`src/rtl/rng_pkg.sv`:
```
// rng_pkg: shared types and constants for the RNG byte packer and its FIFO.
package rng_pkg;
    typedef logic [7:0] byte_t;
    typedef enum logic {WAIT_FIRST, HAVE_FIRST} pair_state_t;
    localparam int FIFO_DEPTH_DEF = 4;
    localparam byte_t OVF_SAT = 8'hFF;
endpackage

```
`src/rtl/rng_byte_packer_if.sv`:
```
// rng_byte_packer_if: consumer-side byte stream with FIFO status.
interface rng_byte_packer_if;
    import rng_pkg::*;
    byte_t data_o;
    logic valid_o;
    logic ready_i;
    logic [4:0] level_o;
    byte_t overflow_cnt_o;
    modport master (output data_o, valid_o, level_o, overflow_cnt_o, input ready_i);
    modport slave (input data_o, valid_o, level_o, overflow_cnt_o, output ready_i);
endinterface

```
`src/rtl/rng_sync_fifo.sv`:
```
// rng_sync_fifo: synchronous FIFO with simultaneous push/pop allowed while full.
module rng_sync_fifo #(
    parameter int DEPTH = 4,
    parameter int WIDTH = 8
) (
    input  logic clk,
    input  logic rst,
    input  logic push,
    input  logic pop,
    input  logic [WIDTH-1:0] din,
    output logic [WIDTH-1:0] dout,
    output logic full,
    output logic empty,
    output logic [4:0] level
);
    localparam int AW = $clog2(DEPTH);
    logic [WIDTH-1:0] mem [DEPTH];
    logic [AW-1:0] wr_ptr, rd_ptr;
    logic do_push, do_pop;
    assign empty = level == 5'd0;
    assign full = level == 5'(DEPTH);
    assign do_pop = pop && !empty;
    assign do_push = push && (!full || do_pop);
    assign dout = empty ? '0 : mem[rd_ptr];
    always_ff @(posedge clk)
        if (do_push) mem[wr_ptr] <= din;
    always_ff @(posedge clk)
        if (rst) begin
            wr_ptr <= '0;
            rd_ptr <= '0;
            level <= '0;
        end else begin
            if (do_push) wr_ptr <= wr_ptr + 1'b1;
            if (do_pop) rd_ptr <= rd_ptr + 1'b1;
            level <= level + 5'(do_push) - 5'(do_pop);
        end
endmodule

```
`src/rtl/rng_byte_packer.sv`:
```
// rng_byte_packer: samples one LFSR bit per enabled cycle, packs bits MSB-first into bytes and queues them.
// Von Neumann pair debiasing is compiled in when RNG_PACKER_VN_DEBIAS_EN is defined.
module rng_byte_packer
    import rng_pkg::*;
#(
    parameter int FIFO_DEPTH = FIFO_DEPTH_DEF,
    parameter int TAP_BIT = 0
) (
    input  logic clk_i,
    input  logic reset_i,
    input  logic [31:0] lfsr_state_i,
    input  logic enable_i,
    rng_byte_packer_if.master bus
);
    logic sample_bit, emit, emit_bit, push, pop, full, empty;
    logic unused_lfsr;
    logic [2:0] bit_cnt;
    logic [4:0] level;
    byte_t asm_reg, push_byte, head, ovf_cnt;

    assign sample_bit = lfsr_state_i[TAP_BIT];
    assign unused_lfsr = ^lfsr_state_i;

`ifdef RNG_PACKER_VN_DEBIAS_EN
    pair_state_t state, state_n;
    logic first_bit;
    always_ff @(posedge clk_i)
        if (reset_i) begin
            state <= WAIT_FIRST;
            first_bit <= 1'b0;
        end else begin
            state <= state_n;
            if (enable_i && state == WAIT_FIRST) first_bit <= sample_bit;
        end
    // Pair 10 emits 1, 01 emits 0; equal pairs are discarded.
    always_comb begin
        state_n = state;
        emit = 1'b0;
        emit_bit = first_bit;
        if (enable_i) begin
            state_n = state == WAIT_FIRST ? HAVE_FIRST : WAIT_FIRST;
            emit = state == HAVE_FIRST && first_bit != sample_bit;
        end
    end
`else
    assign emit = enable_i;
    assign emit_bit = sample_bit;
`endif

    assign push_byte = {asm_reg[6:0], emit_bit};
    assign push = emit && bit_cnt == 3'd7;
    assign pop = bus.valid_o && bus.ready_i;

    always_ff @(posedge clk_i)
        if (reset_i) begin
            asm_reg <= '0;
            bit_cnt <= '0;
            ovf_cnt <= '0;
        end else begin
            if (emit) begin
                asm_reg <= push_byte;
                bit_cnt <= bit_cnt + 3'd1;
            end
            if (push && full && !pop && ovf_cnt != OVF_SAT) ovf_cnt <= ovf_cnt + 8'd1;
        end

    rng_sync_fifo #(.DEPTH(FIFO_DEPTH), .WIDTH(8)) fifo (
        .clk(clk_i),
        .rst(reset_i),
        .push(push),
        .pop(pop),
        .din(push_byte),
        .dout(head),
        .full(full),
        .empty(empty),
        .level(level)
    );

    assign bus.data_o = head;
    assign bus.valid_o = !empty;
    assign bus.level_o = level;
    assign bus.overflow_cnt_o = ovf_cnt;
endmodule
```
`src/flat_wrapper.sv`:
```
// flat-port wrapper written by rule: the top's interface ports become plain ports
module rng_byte_packer_flat import rng_pkg::*;
#(
    parameter int FIFO_DEPTH = FIFO_DEPTH_DEF,
    parameter int TAP_BIT = 0
)
  (clk_i, reset_i, lfsr_state_i, enable_i, bus_data_o, bus_valid_o, bus_level_o, bus_overflow_cnt_o, bus_ready_i);
  rng_byte_packer_if bus_i ();
  input  logic clk_i;
  input  logic reset_i;
  input  logic [31:0] lfsr_state_i;
  input  logic enable_i;
  output wire logic [$bits(bus_i.data_o)-1:0] bus_data_o;
  output wire logic [$bits(bus_i.valid_o)-1:0] bus_valid_o;
  output wire logic [$bits(bus_i.level_o)-1:0] bus_level_o;
  output wire logic [$bits(bus_i.overflow_cnt_o)-1:0] bus_overflow_cnt_o;
  input wire logic [$bits(bus_i.ready_i)-1:0] bus_ready_i;
  assign bus_data_o = bus_i.data_o;
  assign bus_valid_o = bus_i.valid_o;
  assign bus_level_o = bus_i.level_o;
  assign bus_overflow_cnt_o = bus_i.overflow_cnt_o;
  assign bus_i.ready_i = bus_ready_i;
  rng_byte_packer #(.FIFO_DEPTH(FIFO_DEPTH), .TAP_BIT(TAP_BIT)) u_core (.clk_i(clk_i), .reset_i(reset_i), .lfsr_state_i(lfsr_state_i), .enable_i(enable_i), .bus(bus_i));
endmodule
```
`config.mk`:
```
export PLATFORM = sky130hd
export DESIGN_NAME = rng_byte_packer_flat
export DESIGN_NICKNAME = d
export VERILOG_FILES = /design/src/rtl/rng_pkg.sv /design/src/rtl/rng_byte_packer_if.sv /design/src/rtl/rng_sync_fifo.sv /design/src/rtl/rng_byte_packer.sv /design/src/flat_wrapper.sv
export SDC_FILE = /design/constraint.sdc
export NUM_CORES = 1
export LEC_CHECK = 0
export CORE_MARGIN = 10
export CORE_UTILIZATION = 50
export DETAILED_ROUTE_END_ITERATION = 16
export PLACE_DENSITY = 0.8
export SYNTH_ARGS = -nofsm -noshare
export SYNTH_HDL_FRONTEND = slang
export SYNTH_HIERARCHICAL = 1
export SYNTH_SLANG_ARGS = --single-unit
export TNS_END_PERCENT = 20
```
`constraint.sdc`:
```
create_clock -name clk_i -period 3.4 [get_ports clk_i]
set_input_delay 0.51 -clock clk_i [delete_from_list [all_inputs] [get_ports clk_i]]
set_output_delay 0.51 -clock clk_i [all_outputs]
set_load 0.005 [all_outputs]
```
; Word-level counts from Yosys, hierarchy flattened
; Memories as Yosys holds them, arrays and structs flattened. A register that Yosys moved wholly into a read port is not among the register bits.
; Cells that the tools add are included.
[op_classes]
addsub = 6
n_eq_ne = 3
muxes = 5
reduce_logical = 12
[ops]
columns = op, count
row1 = "8-bit by 1-bit adder with 8-bit output, second input constant", 1
row2 = 8-bit two-way mux, 1
row3 = "8-bit inequality test, second input constant", 1
row4 = 1-bit logical AND, 7
row5 = 5-bit by 1-bit adder with 5-bit output, 1
row6 = "5-bit by 3-bit equality test with 1-bit output, second input constant", 1
row7 = 5-bit logical NOT, 1
row8 = 5-bit by 1-bit subtractor with 5-bit output, 1
row9 = "2-bit by 1-bit adder with 2-bit output, second input constant", 2
row10 = 2-bit two-way mux, 2
row11 = "3-bit by 1-bit adder with 3-bit output, second input constant", 1
row12 = "3-bit equality test, second input constant", 1
row13 = 1-bit logical NOT, 3
row14 = 1-bit two-way mux, 2
row15 = 1-bit logical OR, 1
[word_totals]
register_bits = 27
ramBits = 32
input_bits = 36
output_inout_bits = 22
memories = 1
[memory_table]
columns = memory, depth, word_bits, read_ports, rd_ports_with_merged_regs, write_ports, line
row1 = u_core.fifo.mem, 4, 8, 1, 1, 1, rng_sync_fifo.sv:17  ; logic [WIDTH-1:0] mem [DEPTH];

; Depth between registers and ports, before layout
[depth]
word_depth = 8
mapped_depth = 13

; By module
; The synthesis kept the hierarchy.
[by_module_without_submodules]
columns = mod, instances, cells_per_inst, area_each_um2, seq_area_each_um2
row1 = rng_sync_fifo, 1, 127, 1908.1, 1181.1
row2 = rng_byte_packer, 1, 84, 808.3, 360.3

; Least setup slack after synthesis
; No wires, ideal clock.
[synth_path]
path_kind = register to register
start = register u_core.fifo.level[3]
end = register u_core.fifo.level[4]
setup_time_ps = 115
t_arrival_ps = 2936
path_slack_ps = 349
stages_incl_launch_ff = 14
path_buffers = 1
cell_sequence = dfxtp_1 -> inv_1 -> ha_1 -> nor4b_1 -> clkbuf_1 -> nor2b_4 -> nor2b_1 -> o21a_1 -> a21bo_2 -> ha_1 -> fa_1 -> a21oi_1 -> o21ai_0 -> a21bo_2
[synth_between]
elab_chain_len = 8
[synth_lines]
columns = item, line
row1 = start: declaration, rng_sync_fifo.sv:14  ; output logic [4:0] level
row2 = start signal: assignment, rng_sync_fifo.sv:35  ; level <= level + 5'(do_push) - 5'(do_pop);
row3 = 5-bit logical NOT (*), rng_sync_fifo.sv:20  ; assign empty = level == 5'd0;
row4 = net u_core.empty, rng_byte_packer.sv:15  ; logic sample_bit, emit, emit_bit, push, pop, full, empty;
row5 = 1-bit logical NOT (*), rng_byte_packer.sv:80  ; assign bus.valid_o = !empty;
row6 = 1-bit logical AND (*), rng_byte_packer.sv:52  ; assign pop = bus.valid_o && bus.ready_i;
row7 = net u_core.pop, rng_byte_packer.sv:15
row8 = 1-bit logical AND (*), rng_sync_fifo.sv:22  ; assign do_pop = pop && !empty;
row9 = 1-bit logical OR, rng_sync_fifo.sv:23  ; assign do_push = push && (!full || do_pop);
row10 = 1-bit logical AND, rng_sync_fifo.sv:23
row11 = 5-bit by 1-bit adder with 5-bit output, rng_sync_fifo.sv:35
row12 = 5-bit by 1-bit subtractor with 5-bit output (*), rng_sync_fifo.sv:35
; Mark *: on every way through the listed nets, which the timed path passes. The rest lies on a longest branch.
; A chain may end at the register's enable or synchronous reset.

; Worst setup path in the final report
[layout_path]
start = register u_core.fifo.level[2]
end = register u_core.fifo.level[4]
; Same word-level chain as after synthesis.

==> impl_metrics.tcl <==
set metrics [dict create \
    status "completed" \
    multi_input_area_sq_um 1110 \
    cp-startpoint "u_core/fifo/level[2]" \
    grt_setup_unrepaired "false" \
    synth_cell_types 45 \
    postRouteAntennaNets 0 \
    arrival_ns 3.19 \
    setup_ws_ns 0.441 \
    drt_iter0_drc 75 \
    final_max_slew_viol_count 0 \
    ctsHoldBuffers 0 \
    cts.sinks 61 \
    synth_enable_flop_cells 32 \
    synth_simple_gate_area_share_pct 15.7 \
    final_cell_count_no_fill 318 \
    n_antenna_cell 0 \
    regArea_sq_um 1540 \
    drive_gt1_share_pct 14.9 \
    grt_remaining_overflow 0 \
    synth_top_family_by_area "simple AND/OR/NAND/NOR gates" \
    ys_ff_latch 61 \
    grt_pass1_vias 1628 \
    worst_pin_slew_ns 0.583 \
    synth_warnings 6 \
    static-leakage-power_nw 1.17 \
    period_share_pct 87.0 \
    cap_violations 0 \
    final_cell_mix "edfxtp_1, dfxtp_1, clkdlybuf4s50_1" \
    die_width_um 93.7 \
    start_util_pct 52.5 \
    synth_area_leaders "edfxtp_1, dfxtp_1, mux4_2, ha_1, mux2i_1" \
    fmax_mhz 338 \
    synth-adder-area-share_pct 6.26 \
    worstSetupPathType "register to register" \
    cts_root_buf "clkbuf_8" \
    dieArea_sq_um 8780 \
    grt_max_degree 18 \
    crit_chain "inv_1, ha_1, nor4b_2, buf_4, nor2b_4, or3b_2, a21bo_2, ha_1, fa_1, a21oi_1, o2111ai_1, a21bo_2" \
    layout_commonest_cell "edfxtp_1" \
    viasPerCell 5.25 \
    io-pin-count 58 \
    crit_path_end_kind "register" \
    dp_hpwl_mm 3.21 \
    path_clk_slew_ns 0.06 \
    die_h_um 93.7 \
    cts.repair.resized 0 \
    yosys-mux-area-fraction_pct 11.1 \
    syn_inst 211 \
    hp-class "register to register" \
    setup_violations 0 \
    gp_congestion 0.804 \
    antenna_found_initial 0 \
    ir_drop_uv 326 \
    path_max_fanout 14 \
    largest_reg_flops 32 \
    worstReg2RegStart "u_core/fifo/level[2]" \
    area_delta_synth_final_pct 20.5 \
    design_area_sq_um 3270 \
    critPathMaxStageDelay_ns 0.52 \
    reg2reg_to "u_core/fifo/level[4]" \
    rr_worst_depth 12 \
    cellPowerDensity_nw_per_um2 692 \
    tritoncts "built" \
    yosysTopAreaCell "edfxtp_1" \
    ys_seq_area_share_pct 56.7 \
    track_usage_pct 11.3 \
    netlist.area_leader.share_pct 35.4 \
    syn-num-nets 260 \
    worstSetupEndpoint "u_core/fifo/level[4]" \
    clk_latency_ns 0.33 \
    htree_levels 3 \
    post_cts.repair.setup_buffers 0 \
    required_ns 3.63 \
    portBuffers 26 \
    numCtsBuffers 9 \
    synth-compound-area-share_pct 6.40 \
    place_ws_ns 0.463 \
    final_nets 292 \
    dpl_cell_area_sq_um 3060 \
    vias 1669 \
    reg2reg_slack_ns 0.44 \
    async_reset_ff_share_pct 0 \
    startpoint_type "register" \
    rows 26 \
    fillCellCount 402 \
    place_inst 302 \
    post_synth.cell_area_avg_sq_um 12.9 \
    grt_pass1_wl_mm 7.79 \
    setup_tns_ns 0 \
    fin_crit_ns 2.96 \
    synth_xor_area_share_pct 0.967 \
    clock_skew_ns 0.00615 \
    synth_area_sq_um 2720 \
    coreArea_sq_um 5170 \
    wl_per_cell_um 14.6 \
    cts_buffer_depth 2 \
    drc 0 \
    slew_headroom_pct 61.0 \
    synth_flop_cell "edfxtp_1" \
    first_pass_iters 4 \
    hold_viol 0 \
    crit_slowest_cell "or3b_2" \
    power_mw 2.27 \
    wl_mm 4.64 \
]
## report_power, final
part / internal [mW] / leakage, nW / switching (mW) / total (mW)
combinational: 0.418 / 0.547 / 0.279 / 0.696
clock: 0.408 / 0.107 / 0.273 / 0.681
sequential: 0.818 / 0.522 / 0.0713 / 0.889
## layer usage
layer | wire [um] | track usage, % | up-vias
met4 | 97 | 5.70 | 0
met1 | 2110 | 13.4 | 791
met3 | 291 | 4.72 | 8
met2 | 2140 | 17.3 | 28
li1 | - | - | 842
met5 | 0 | 0 | -
## cell usage after synthesis (2+ instances only)
library cell,n
or3_1,2
inv_1,11
mux2_2,2
xnor2_1,3
nor2b_1,13
mux4_2,8
ha_1,12
a21oi_1,8
nor4b_1,2
nor3_1,4
nand2_1,3
clkbuf_1,4
o31ai_1,2
buf_2,3
o21a_1,2
nand4_1,4
nand3_1,5
or4_1,3
mux2i_1,10
and2_1,4
nand2b_1,3
edfxtp_1,32
o21ai_0,5
dfxtp_1,29
nor2_1,16
a21bo_2,2
## cell type report
type / count / share of cell area, %
flip-flops and latches: 61 / 47.1
multi-input cells: 131 / 33.8
repair buffers: 29 / 8.64
clock buffers: 9 / 3.78
clock inverters: 7 / 2.75
well taps: 70 / 2.68
inverters: 11 / 1.26
## through the flow
| step | util (%) | hold slack (ns) |
|---|---|---|
| 2_1_floorplan | - | 0.459 |
| 3_3_place_gp | 59.1 | 0.468 |
| 3_5_place_dp | 59.1 | 0.489 |
| 4_1_cts | 63.3 | 0.497 |
| 5_1_grt | 63.3 | 0.525 |
| 6_report | 63.3 | 0.497 |
## how the worst min path moves through the flow
| stage | endpoint | start | cells past startpoint | slack, ns |
|---|---|---|---|---|
| after global placement | u_core/fifo/rd_ptr[1] | u_core/fifo/rd_ptr[1] | 2 | 0.47 |
| after detailed placement | u_core/fifo/rd_ptr[1] | u_core/fifo/rd_ptr[1] | 2 | 0.49 |
| after global routing | u_core/bit_cnt[1] | u_core/bit_cnt[1] | 2 | 0.52 |
| final | register | u_core/fifo/rd_ptr[1] | 2 | 0.50 |
| after CTS | register | u_core/fifo/rd_ptr[1] | 2 | 0.50 |
| after floorplan | register | u_core/fifo/rd_ptr[1] | 2 | 0.46 |
## cell families after synthesis
logic type               count (synthesis)
multiplexers                            20
adder cells (fa/ha/maj)                 13
flip-flops                              61
AO/OA/AOI/OAI                           26
XOR/XNOR                                 3
buffers and inverters                   19
AND/OR/NAND/NOR                         69
## worst max-delay path, delay by kind of cell (launching register included)
kind	cells	cell delay, ns
AO/OA/AOI/OAI	4	0.69
adder cells (fa/ha/maj)	3	0.61
buffers and inverters	2	0.27
flip-flops	1	0.36
AND/OR/NAND/NOR	3	0.89
No activity file was read; power rests on OpenSTA's default activity.
